<file path="config.mk">
export PLATFORM = sky130hd
export DESIGN_NAME = sprite_blitter
export DESIGN_NICKNAME = d
export VERILOG_FILES = /design/src/rtl/boxhead_gfx_pkg.sv /design/src/rtl/blit_skid_fifo.sv /design/src/rtl/sprite_blitter.sv
export SDC_FILE = /design/constraint.sdc
export NUM_CORES = 1
export LEC_CHECK = 0
export BUFFER_PORTS_ARGS = -buffer_cell sky130_fd_sc_hd__buf_2
export CORE_MARGIN = 2
export CORE_UTILIZATION = 40
export DETAILED_ROUTE_END_ITERATION = 6
export GPL_TIMING_DRIVEN = 1
export REMOVE_ABC_BUFFERS = 1
export SETUP_SLACK_MARGIN = 0.02
export SYNTH_ARGS = -nofsm -noshare
export SYNTH_HDL_FRONTEND = slang
export SYNTH_HIERARCHICAL = 1
export SYNTH_SLANG_ARGS = --single-unit
</file>
<file path="constraint.sdc">
create_clock -name sram_clk -period 5.4 [get_ports sram_clk]
set_clock_uncertainty 0.2 [all_clocks]
set_input_delay 0.27 -clock sram_clk [delete_from_list [all_inputs] [get_ports sram_clk]]
set_output_delay 0.27 -clock sram_clk [all_outputs]
set_load 0.005 [all_outputs]
</file>
<file path="src/rtl/boxhead_gfx_pkg.sv">
// Shared graphics constants and types for the sprite blitter and its pixel FIFO.
package boxhead_gfx_pkg;

   localparam int          SCREEN_W    = 640;
   localparam int          SCREEN_H    = 480;
   localparam logic [15:0] TRANSPARENT = 16'hF81F;
   localparam logic [9:0]  PARK_X      = 10'd1023;

   typedef enum logic [1:0] {
      IDLE,
      FETCH,
      DRAIN
   } blit_state_e;

   typedef struct packed {
      logic [9:0]  x;
      logic [9:0]  y;
      logic [15:0] data;
   } pixel_t;

   // Off-screen address the controller can write harmlessly on idle slots.
   localparam pixel_t PARK_PIXEL = '{x: PARK_X, y: 10'd0, data: 16'd0};

endpackage

</file>
<file path="src/rtl/blit_skid_fifo.sv">
// Two-entry pixel FIFO between the ROM return path and the output register.
// Push and pop may happen in the same cycle; flush empties it synchronously.
module blit_skid_fifo
   import boxhead_gfx_pkg::*;
(
   input  logic       i_clk,
   input  logic       i_rst_n,
   input  logic       i_flush,
   input  logic       i_push,
   input  pixel_t     i_data,
   input  logic       i_pop,
   output pixel_t     o_head,
   output logic [1:0] o_count
);

   pixel_t     r_mem [2];
   logic       r_wr_ptr;
   logic       r_rd_ptr;
   logic [1:0] r_count;
   logic       w_do_push;
   logic       w_do_pop;

   assign w_do_push = i_push && (r_count != 2'd2);
   assign w_do_pop  = i_pop && (r_count != 2'd0);

   // Pointer and occupancy tracking.
   always_ff @(posedge i_clk or negedge i_rst_n) begin
      if (!i_rst_n) begin
         r_wr_ptr <= 1'b0;
         r_rd_ptr <= 1'b0;
         r_count  <= 2'd0;
      end else if (i_flush) begin
         r_wr_ptr <= 1'b0;
         r_rd_ptr <= 1'b0;
         r_count  <= 2'd0;
      end else begin
         if (w_do_push) r_wr_ptr <= ~r_wr_ptr;
         if (w_do_pop)  r_rd_ptr <= ~r_rd_ptr;
         r_count <= r_count + {1'b0, w_do_push} - {1'b0, w_do_pop};
      end
   end

   // Storage needs no reset; occupancy decides what is valid.
   always_ff @(posedge i_clk) begin
      if (w_do_push) r_mem[r_wr_ptr] <= i_data;
   end

   assign o_head  = r_mem[r_rd_ptr];
   assign o_count = r_count;

endmodule

</file>
<file path="src/rtl/sprite_blitter.sv">
// Walks one sprite from ROM and feeds opaque, on-screen pixels to the frame-buffer
// controller's write slots, parking the write address on every other slot.
//
// state | meaning
// IDLE  | waiting for a draw command, cmd_ready high
// FETCH | issuing ROM reads row by row, throttled by FIFO room
// DRAIN | all reads issued; waiting for the last pixel to be consumed
module sprite_blitter
   import boxhead_gfx_pkg::*;
#(
   parameter int SPRITE_W_LOG2 = 5,
   parameter int SPRITE_H_LOG2 = 5,
   parameter int SPRITE_ID_W   = 4
) (
   input  logic                                          sram_clk,
   input  logic                                          reset_n,
   input  logic                                          frame_start,
   input  logic                                          cmd_valid,
   output logic                                          cmd_ready,
   input  logic [9:0]                                    cmd_x,
   input  logic [9:0]                                    cmd_y,
   input  logic [SPRITE_ID_W-1:0]                        cmd_sprite_id,
   output logic [SPRITE_ID_W+SPRITE_H_LOG2+SPRITE_W_LOG2-1:0] rom_addr,
   input  logic [15:0]                                   rom_data,
   input  logic                                          write_slot,
   output logic [9:0]                                    program_x,
   output logic [9:0]                                    program_y,
   output logic [15:0]                                   program_data,
   output logic                                          busy,
   output logic                                          done
);

   localparam int POS_W = SPRITE_H_LOG2 + SPRITE_W_LOG2;

   blit_state_e              r_state;
   blit_state_e              w_state_nxt;
   logic [9:0]               r_x;
   logic [9:0]               r_y;
   logic [SPRITE_ID_W-1:0]   r_id;
   logic [POS_W-1:0]         r_pos;
   logic                     r_inflight;
   logic [10:0]              r_fl_x;
   logic [10:0]              r_fl_y;
   pixel_t                   r_out;
   logic                     r_out_valid;

   logic                     w_accept;
   logic                     w_issue;
   logic [SPRITE_W_LOG2-1:0] w_col;
   logic [SPRITE_H_LOG2-1:0] w_row;
   logic [10:0]              w_sum_x;
   logic [10:0]              w_sum_y;
   logic                     w_push;
   pixel_t                   w_push_pix;
   logic                     w_load;
   logic                     w_pop;
   logic                     w_drained;
   pixel_t                   w_head;
   logic [1:0]               w_count;

   // r_pos is {row, col}, so a plain increment gives scan order with row carry.
   assign w_col   = r_pos[SPRITE_W_LOG2-1:0];
   assign w_row   = r_pos[POS_W-1:SPRITE_W_LOG2];
   assign w_sum_x = {1'b0, r_x} + 11'(w_col);
   assign w_sum_y = {1'b0, r_y} + 11'(w_row);

   // Only issue when the pixel could still fit in the FIFO if it turns out opaque.
   assign w_issue = (r_state == FETCH) && (({1'b0, w_count} + {2'b00, r_inflight}) < 3'd2);

   // 11-bit sums keep large X/Y from wrapping back onto the screen.
   assign w_push = r_inflight && !frame_start && (rom_data != TRANSPARENT) &&
                   (r_fl_x < 11'(SCREEN_W)) && (r_fl_y < 11'(SCREEN_H));
   assign w_push_pix = '{x: r_fl_x[9:0], y: r_fl_y[9:0], data: rom_data};

   // The register reloads when the controller has just sampled it or when it holds park.
   assign w_load    = write_slot || !r_out_valid;
   assign w_pop     = !frame_start && w_load && (w_count != 2'd0);
   assign w_drained = !r_inflight && (w_count == 2'd0) && !r_out_valid;

   blit_skid_fifo u_fifo (
      .i_clk   (sram_clk),
      .i_rst_n (reset_n),
      .i_flush (frame_start),
      .i_push  (w_push),
      .i_data  (w_push_pix),
      .i_pop   (w_pop),
      .o_head  (w_head),
      .o_count (w_count)
   );

   // State register.
   always_ff @(posedge sram_clk or negedge reset_n) begin
      if (!reset_n) r_state <= IDLE;
      else          r_state <= w_state_nxt;
   end

   // Next-state and handshake outputs; frame_start overrides everything.
   always_comb begin
      w_state_nxt = r_state;
      cmd_ready   = 1'b0;
      done        = 1'b0;
      w_accept    = 1'b0;
      if (frame_start) begin
         w_state_nxt = IDLE;
      end else begin
         unique case (r_state)
            IDLE: begin
               cmd_ready = 1'b1;
               if (cmd_valid) begin
                  w_accept    = 1'b1;
                  w_state_nxt = FETCH;
               end
            end
            FETCH: begin
               if (w_issue && (&r_pos)) w_state_nxt = DRAIN;
            end
            DRAIN: begin
               if (w_drained) begin
                  done        = 1'b1;
                  w_state_nxt = IDLE;
               end
            end
            default: w_state_nxt = IDLE;
         endcase
      end
   end

   // Command latch, scan position and the single outstanding ROM read.
   always_ff @(posedge sram_clk or negedge reset_n) begin
      if (!reset_n) begin
         r_x        <= '0;
         r_y        <= '0;
         r_id       <= '0;
         r_pos      <= '0;
         r_inflight <= 1'b0;
         r_fl_x     <= '0;
         r_fl_y     <= '0;
      end else begin
         if (w_accept) begin
            r_x   <= cmd_x;
            r_y   <= cmd_y;
            r_id  <= cmd_sprite_id;
            r_pos <= '0;
         end else if (w_issue && !frame_start) begin
            r_pos <= r_pos + 1'b1;
         end
         r_inflight <= w_issue && !frame_start;
         if (w_issue) begin
            r_fl_x <= w_sum_x;
            r_fl_y <= w_sum_y;
         end
      end
   end

   // Output register presented to the controller's write port.
   always_ff @(posedge sram_clk or negedge reset_n) begin
      if (!reset_n) begin
         r_out       <= PARK_PIXEL;
         r_out_valid <= 1'b0;
      end else if (frame_start) begin
         r_out       <= PARK_PIXEL;
         r_out_valid <= 1'b0;
      end else if (w_load) begin
         if (w_count != 2'd0) begin
            r_out       <= w_head;
            r_out_valid <= 1'b1;
         end else begin
            r_out       <= PARK_PIXEL;
            r_out_valid <= 1'b0;
         end
      end
   end

   assign rom_addr     = {r_id, r_pos};
   assign program_x    = r_out.x;
   assign program_y    = r_out.y;
   assign program_data = r_out.data;
   assign busy         = (r_state != IDLE);

endmodule

</file>
==> results of run 1 <==
flip-flops by register name, indices dropped and copies added, names as in the netlist:
register,cells
u_fifo/r_mem,72
r_out_valid,1
program_x,10
u_fifo/r_wr_ptr,1
program_y,10
r_y,10
r_state,2
r_id,4
r_fl_y,11
u_fifo/r_rd_ptr,1
r_inflight,1
r_fl_x,11
r_x,10
u_fifo/o_count,2
program_data,16
r_pos,10
worst max-delay path, cell delays in order, from the launching register on:
cell      delay, ns
dfrtp_1        0.47
nor2_1         0.22
or3_1          0.39
clkinv_1       0.78
o21a_1         0.37
ha_1           0.29
inv_1          0.04
ha_1           0.18
xnor2_1        0.16
xnor2_1        0.14
nor2_1         0.06
per-layer routing:
layer	part of all wire [%]	vias up	routed length [um]
li1	-	2322	-
met1	48	2345	7292
met2	46	135	6991
met3	5.0	7	751
met4	0.50	0	76
met5	0	-	0
where the power goes:
group          internal (mW)  leakage, nW  switching (mW)  total, mW
clock                  0.703        0.298           0.544       1.25
sequential              1.56         1.93           0.146       1.70
combinational          0.199         1.61           0.227      0.426
total                   2.46         3.84           0.916       3.37
cell usage in the layout, fill, tap and decap left out, types with 15 or more instances in the layout:
cell           count
dlygate4sd3_1     42
dfrtp_1           89
a22o_1            27
mux2_4            29
nand2_1           76
inv_1             15
nor2_1            20
o21ai_0           20
buf_2             96
mux2_2            17
edfxtp_1          72
clkbuf_16         17
final timing paths:
path,end,cells after the start
max in group asynchronous,r_y[1]$_DFFE_PN0N_,3
worst max-delay path,u_fifo/o_count[1]$_DFF_PN0_,10
worst min register to register,r_fl_y[10]$_DFFE_PN0P_,1
min in group asynchronous,program_data[0]$_DFFE_PN0P_,2
worst min-delay path,r_pos[2]$_DFFE_PN0P_,3
worst max register to register,u_fifo/o_count[1]$_DFF_PN0_,10
stage by stage:
step                setup slack [ns]  power (mW)  util, %  instance area [um^2]
floorplan                      1.694       1.944        -                  7229
global placement               2.122       2.106    44.66                  8050
detailed placement             1.997       2.128    44.66                  8050
CTS                            1.973       3.405    50.34                  9074
global route                   1.609       3.549    50.34                  9074
finish                         1.991       3.375    50.34                  9074
cell type report:
cell class | instances | share of cell area [%]
well taps | 229 | 3.158
inverters | 16 | 0.6619
clock inverters | 14 | 1.917
repair buffers | 142 | 10.26
clock buffers | 18 | 4.730
flip-flops and latches | 172 | 51.56
multi-input cells | 338 | 27.72
kinds of logic after synthesis:
family                     after synthesis  synth area share (%)
AOI/OAI and AO/OA                      112                 11.26
xor gates and xnor gates                 7                0.8308
adders and majority gates               15                 2.747
buffers and inverters                   39                 2.848
DFF                                    172                 63.38
muxes                                   48                 8.766
and+or+nand+nor                        156                 10.17
repair_timing:
item / in CTS / in global routing
hold buffers: 42 / 0
hold endpoints to repair: 110 / 0
endpoints found under the setup margin: 0 / 0
==> results.cfg, run 1 <==
[synth]
synthTopCellsByCount = dfrtp_1 (90), nand2_1 (76), edfxtp_1 (72)
yosysWarnings = 6
synth-async-reset-ratio_pct = 58.14
synth-edff-count = 72
synth_top_area_share_pct = 30.52
synth_area_leaders = dfrtp_1 (31%), edfxtp_1 (29%), mux2_4 (5.9%)
netlist_instances = 549
avgSynthCellArea_um2 = 13.44
yosysUniqueCellTypes = 54
synth_top_flop_cell = dfrtp_1
synth_top_cell_by_area = dfrtp_1
ys_seq_elements = 172
syn-cell-area_um2 = 7380
synth.most_common_cell = dfrtp_1
ys_seq_area_share_pct = 63.38

[layout]
multiInputGateArea_um2 = 2515
fin_cells = 929
regArea_um2 = 4678
drive_gt1_share_pct = 28.14
antenna_cells = 0
synthToLayoutAreaGrowth_pct = 22.96
fillers = 1550
nNetsFinal = 747

[global_routing]
grtUsageMet2_pct = 24.98
met3_usage_pct = 4.405
grt-ovfl-total = 0
grt_pass1_wl_um = 24490
grt_pass1_vias = 4831
grt_usage_pct = 15.84
busiest_layer = met2
antenna_found_initial = 0
use_met1_pct = 21.90
grt_max_degree = 55

[power_and_ir_drop]
leakage_nw = 3.836
ir_drop_v = 0.0002714
powerDensity_nw_per_um2 = 372.0

[detailed_routing]
wl_per_cell_um = 16.27
firstDrtPassIters = 5
via_count = 4809
drtIter0Drc = 315
drc_errors = 0
detail-route-antenna-nets = 0
wirelength_um = 15110
vias_per_cell = 5.177

[floorplan]
fp.dieW_um = 139.8
pin_count = 98
fp.dieH_um = 139.8
die_area_um2 = 19550
core-area_um2 = 18020
start_util_pct = 40.94
row_count = 49

[sta]
fmax_mhz = 293.3
slew_violations = 0
fin_crit_sh_pct = 63.13
hold_slack_ns = 0.2091
relSlewSlack_pct = 22.30
fin_setup_tns_ns = 0
worst-slew-pin-transition_ns = 1.160
rsz0062_at_grt = false
finalHoldViolCount = 0
setup_viol = 0
min_period_ns = 3.409

[status]
status = finished clean

[worst_setup_path]
reg2reg_slack_ns = 1.99
crit_fanout = 27
end_kind = register
crit_required_ns = 5.51
cp_data_arrival_time_ns = 3.52
cp-startpoint = u_fifo/o_count[0]$_DFF_PN0_
path_class = register to register
rr_startpoint = u_fifo/o_count[0]$_DFF_PN0_
start_kind = register

[clock_network]
cts.sinks = 172
clk_latency_ns = 0.42
cts_root_buf = clkbuf_16
htreeDepth = 4
clk_pin_slew_ns = 0.07
cts_resized = 0
post_cts_buffers = 0
cts_tree = yes
numCtsBuffers = 17
clk_path_buf_depth = 2

[placed_design]
place.gp.congestion = 0.7922
dp_cells = 855
place_hpwl_um = 9977
io_buffers = 97

[hold_path]
min_from = cmd_valid
hold_class = primary input to register

[job]
maxCapViolCount = 0
(Power assumes the default switching activity.)
==> run 2: changes to the inputs <==
Clock period 5.4 ns to 3 ns, I/O delays scaled along.
==> results.cfg, run 2 (synthesis results as in run 1) <==
[power_and_ir_drop]
power_switching_mw = 1.673
powerDensity_nw_per_um2 = 664.9
switching_share_pct = 27.33
leakage_nw = 3.899
pwr-share-seq_pct = 50.1
p_int_mw = 4.448
combPwrFrac_pct = 12.8
power.total_mw = 6.121
ir_drop_v = 0.0004491
clock_power_share_pct = 37.1

[global_routing]
grt_pass1_vias = 4849
grt_usage_pct = 16.34
antenna_found_initial = 0
grt-ovfl-total = 0
grt_pass1_wl_um = 25010
grt_max_degree = 52

[layout]
largest_reg_flops = 72
antenna_cells = 0
final_cell_mix = buf_2 (96), dfrtp_1 (89), nand2_1 (76)
synthToLayoutAreaGrowth_pct = 24.75
top_register = u_fifo/r_mem
multiInputGateArea_um2 = 2525
regArea_um2 = 4678
fillers = 1557
drive_gt1_share_pct = 29.30
final_common_cell = buf_2
nNetsFinal = 757

[floorplan]
core-area_um2 = 18020
fp.dieH_um = 139.8
die_area_um2 = 19550
fp.dieW_um = 139.8
start_util_pct = 40.94
row_count = 49
pin_count = 98

[detailed_routing]
wirelength_um = 15280
drtIter0Drc = 402
via_count = 4843
drc_errors = 0
wl_per_cell_um = 16.27
firstDrtPassIters = 4
detail-route-antenna-nets = 0
vias_per_cell = 5.158

[clock_network]
post_cts_buffers = 0
cts.sinks = 172
clk_latency_ns = 0.43
clk_pin_slew_ns = 0.07
cts_tree = yes
cts_root_buf = clkbuf_16
htreeDepth = 4
clk_path_buf_depth = 2
numCtsBuffers = 17

[worst_setup_path]
crit_fanout = 36
cp_data_arrival_time_ns = 2.56
worstPathCellList = or4b_4, nor4_2, buf_4, o21ai_4, nor2_4
end_kind = register
path_buf_inv = 1
cpPeakStageDelay_ns = 0.83
path_delay_family = simple AND/OR/NAND/NOR gates
crit_required_ns = 2.84
path_class = register to register
start_kind = register
critPathSlowestCell = nor2_4

[job]
maxCapViolCount = 0

[sta]
relSlewSlack_pct = 27.24
worst-slew-pin-transition_ns = 1.089
fmax_mhz = 368.1
finalHoldViolCount = 0
slew_violations = 0
fin_crit_sh_pct = 90.55
hold_slack_ns = 0.1015
rsz0062_at_grt = false
setup_viol = 0
min_period_ns = 2.717
worst_slack_ns = 0.2835

[placed_design]
dp_slack_ns = -0.01184
io_buffers = 97
place.gp.congestion = 0.7810
place_hpwl_um = 10130

[status]
status = finished clean

[hold_path]
hold_class = primary input to asynchronous set/reset pin
run 2: cell types whose count changed in the layout (fill, tap and decap cells not counted), moves of 2 or more:
cell | previous run | this run
buf_12 | 0 | 2
buf_4 | 4 | 10
clkinv_4 | 0 | 2
dlygate4sd3_1 | 42 | 44
run 2: metal layers:
| metal | GRT usage (%) | part of all wire, % | vias to the layer above |
|---|---|---|---|
| li1 | - | - | 2344 |
| met5 | 0 | 0 | - |
| met1 | 22.42 | 48 | 2369 |
| met4 | 5.842 | 0.58 | 0 |
| met3 | 4.129 | 5.1 | 7 |
| met2 | 25.31 | 47 | 123 |
run 2: repair_timing:
action | CTS | global route
pin swaps | 1 | 0
resized for setup | 1 | 1
hold buffers | 44 | 0
setup endpoints to repair | 72 | 72
hold endpoints to repair | 113 | 0
run 2: cell type report:
cell class	count	share of cell area [%]
clock inverter	15	2.120
clock buffer	17	4.621
inverter	16	0.6524
timing repair buffer	152	11.25
sequential	172	50.82
multi-input combinational	338	27.43
tap	229	3.112
run 2: power by group through the flow:
| stage | registers, mW | logic [mW] | clock network, mW |
|---|---|---|---|
| floorplan | 3.01 | 0.485 | 0 |
| global placement | 3.08 | 0.723 | 0 |
| detailed placement | 3.11 | 0.733 | 0 |
| finish | 3.07 | 0.785 | 2.27 |
| global route | 3.11 | 0.900 | 2.43 |
| CTS | 3.06 | 0.792 | 2.33 |
run 2: per-stage QoR:
stage          std cells  util [%]  cell area, um^2  TNS, ns
6_report             939     51.08             9206        0
5_1_grt              939     51.08             9206        0
4_1_cts              939     51.06             9203        0
3_5_place_dp         863     45.13             8135  -0.3774
3_3_place_gp         863     45.13             8135        0
2_1_floorplan        526         -             7229   -50.81
run 2: path summary, 6_finish.rpt:
path,from,to,slack [ns],cells after the start
max,r_fl_x[10]$_DFFE_PN0P_,u_fifo/r_mem[0][35]$_DFFE_PP_,0.28,5
min,reset_n,program_data[8]$_DFFE_PN0P_,0.10,2
max reg2reg,r_fl_x[10]$_DFFE_PN0P_,u_fifo/r_mem[0][35]$_DFFE_PP_,0.28,5
min reg2reg,r_fl_y[1]$_DFFE_PN0P_,u_fifo/r_mem[0][17]$_DFFE_PP_,0.28,0
max in group asynchronous,reset_n,program_x[2]$_DFFE_PN1P_,1.73,3
min in group sram_clk,write_slot,r_out_valid$_DFFE_PN0P_,0.24,4
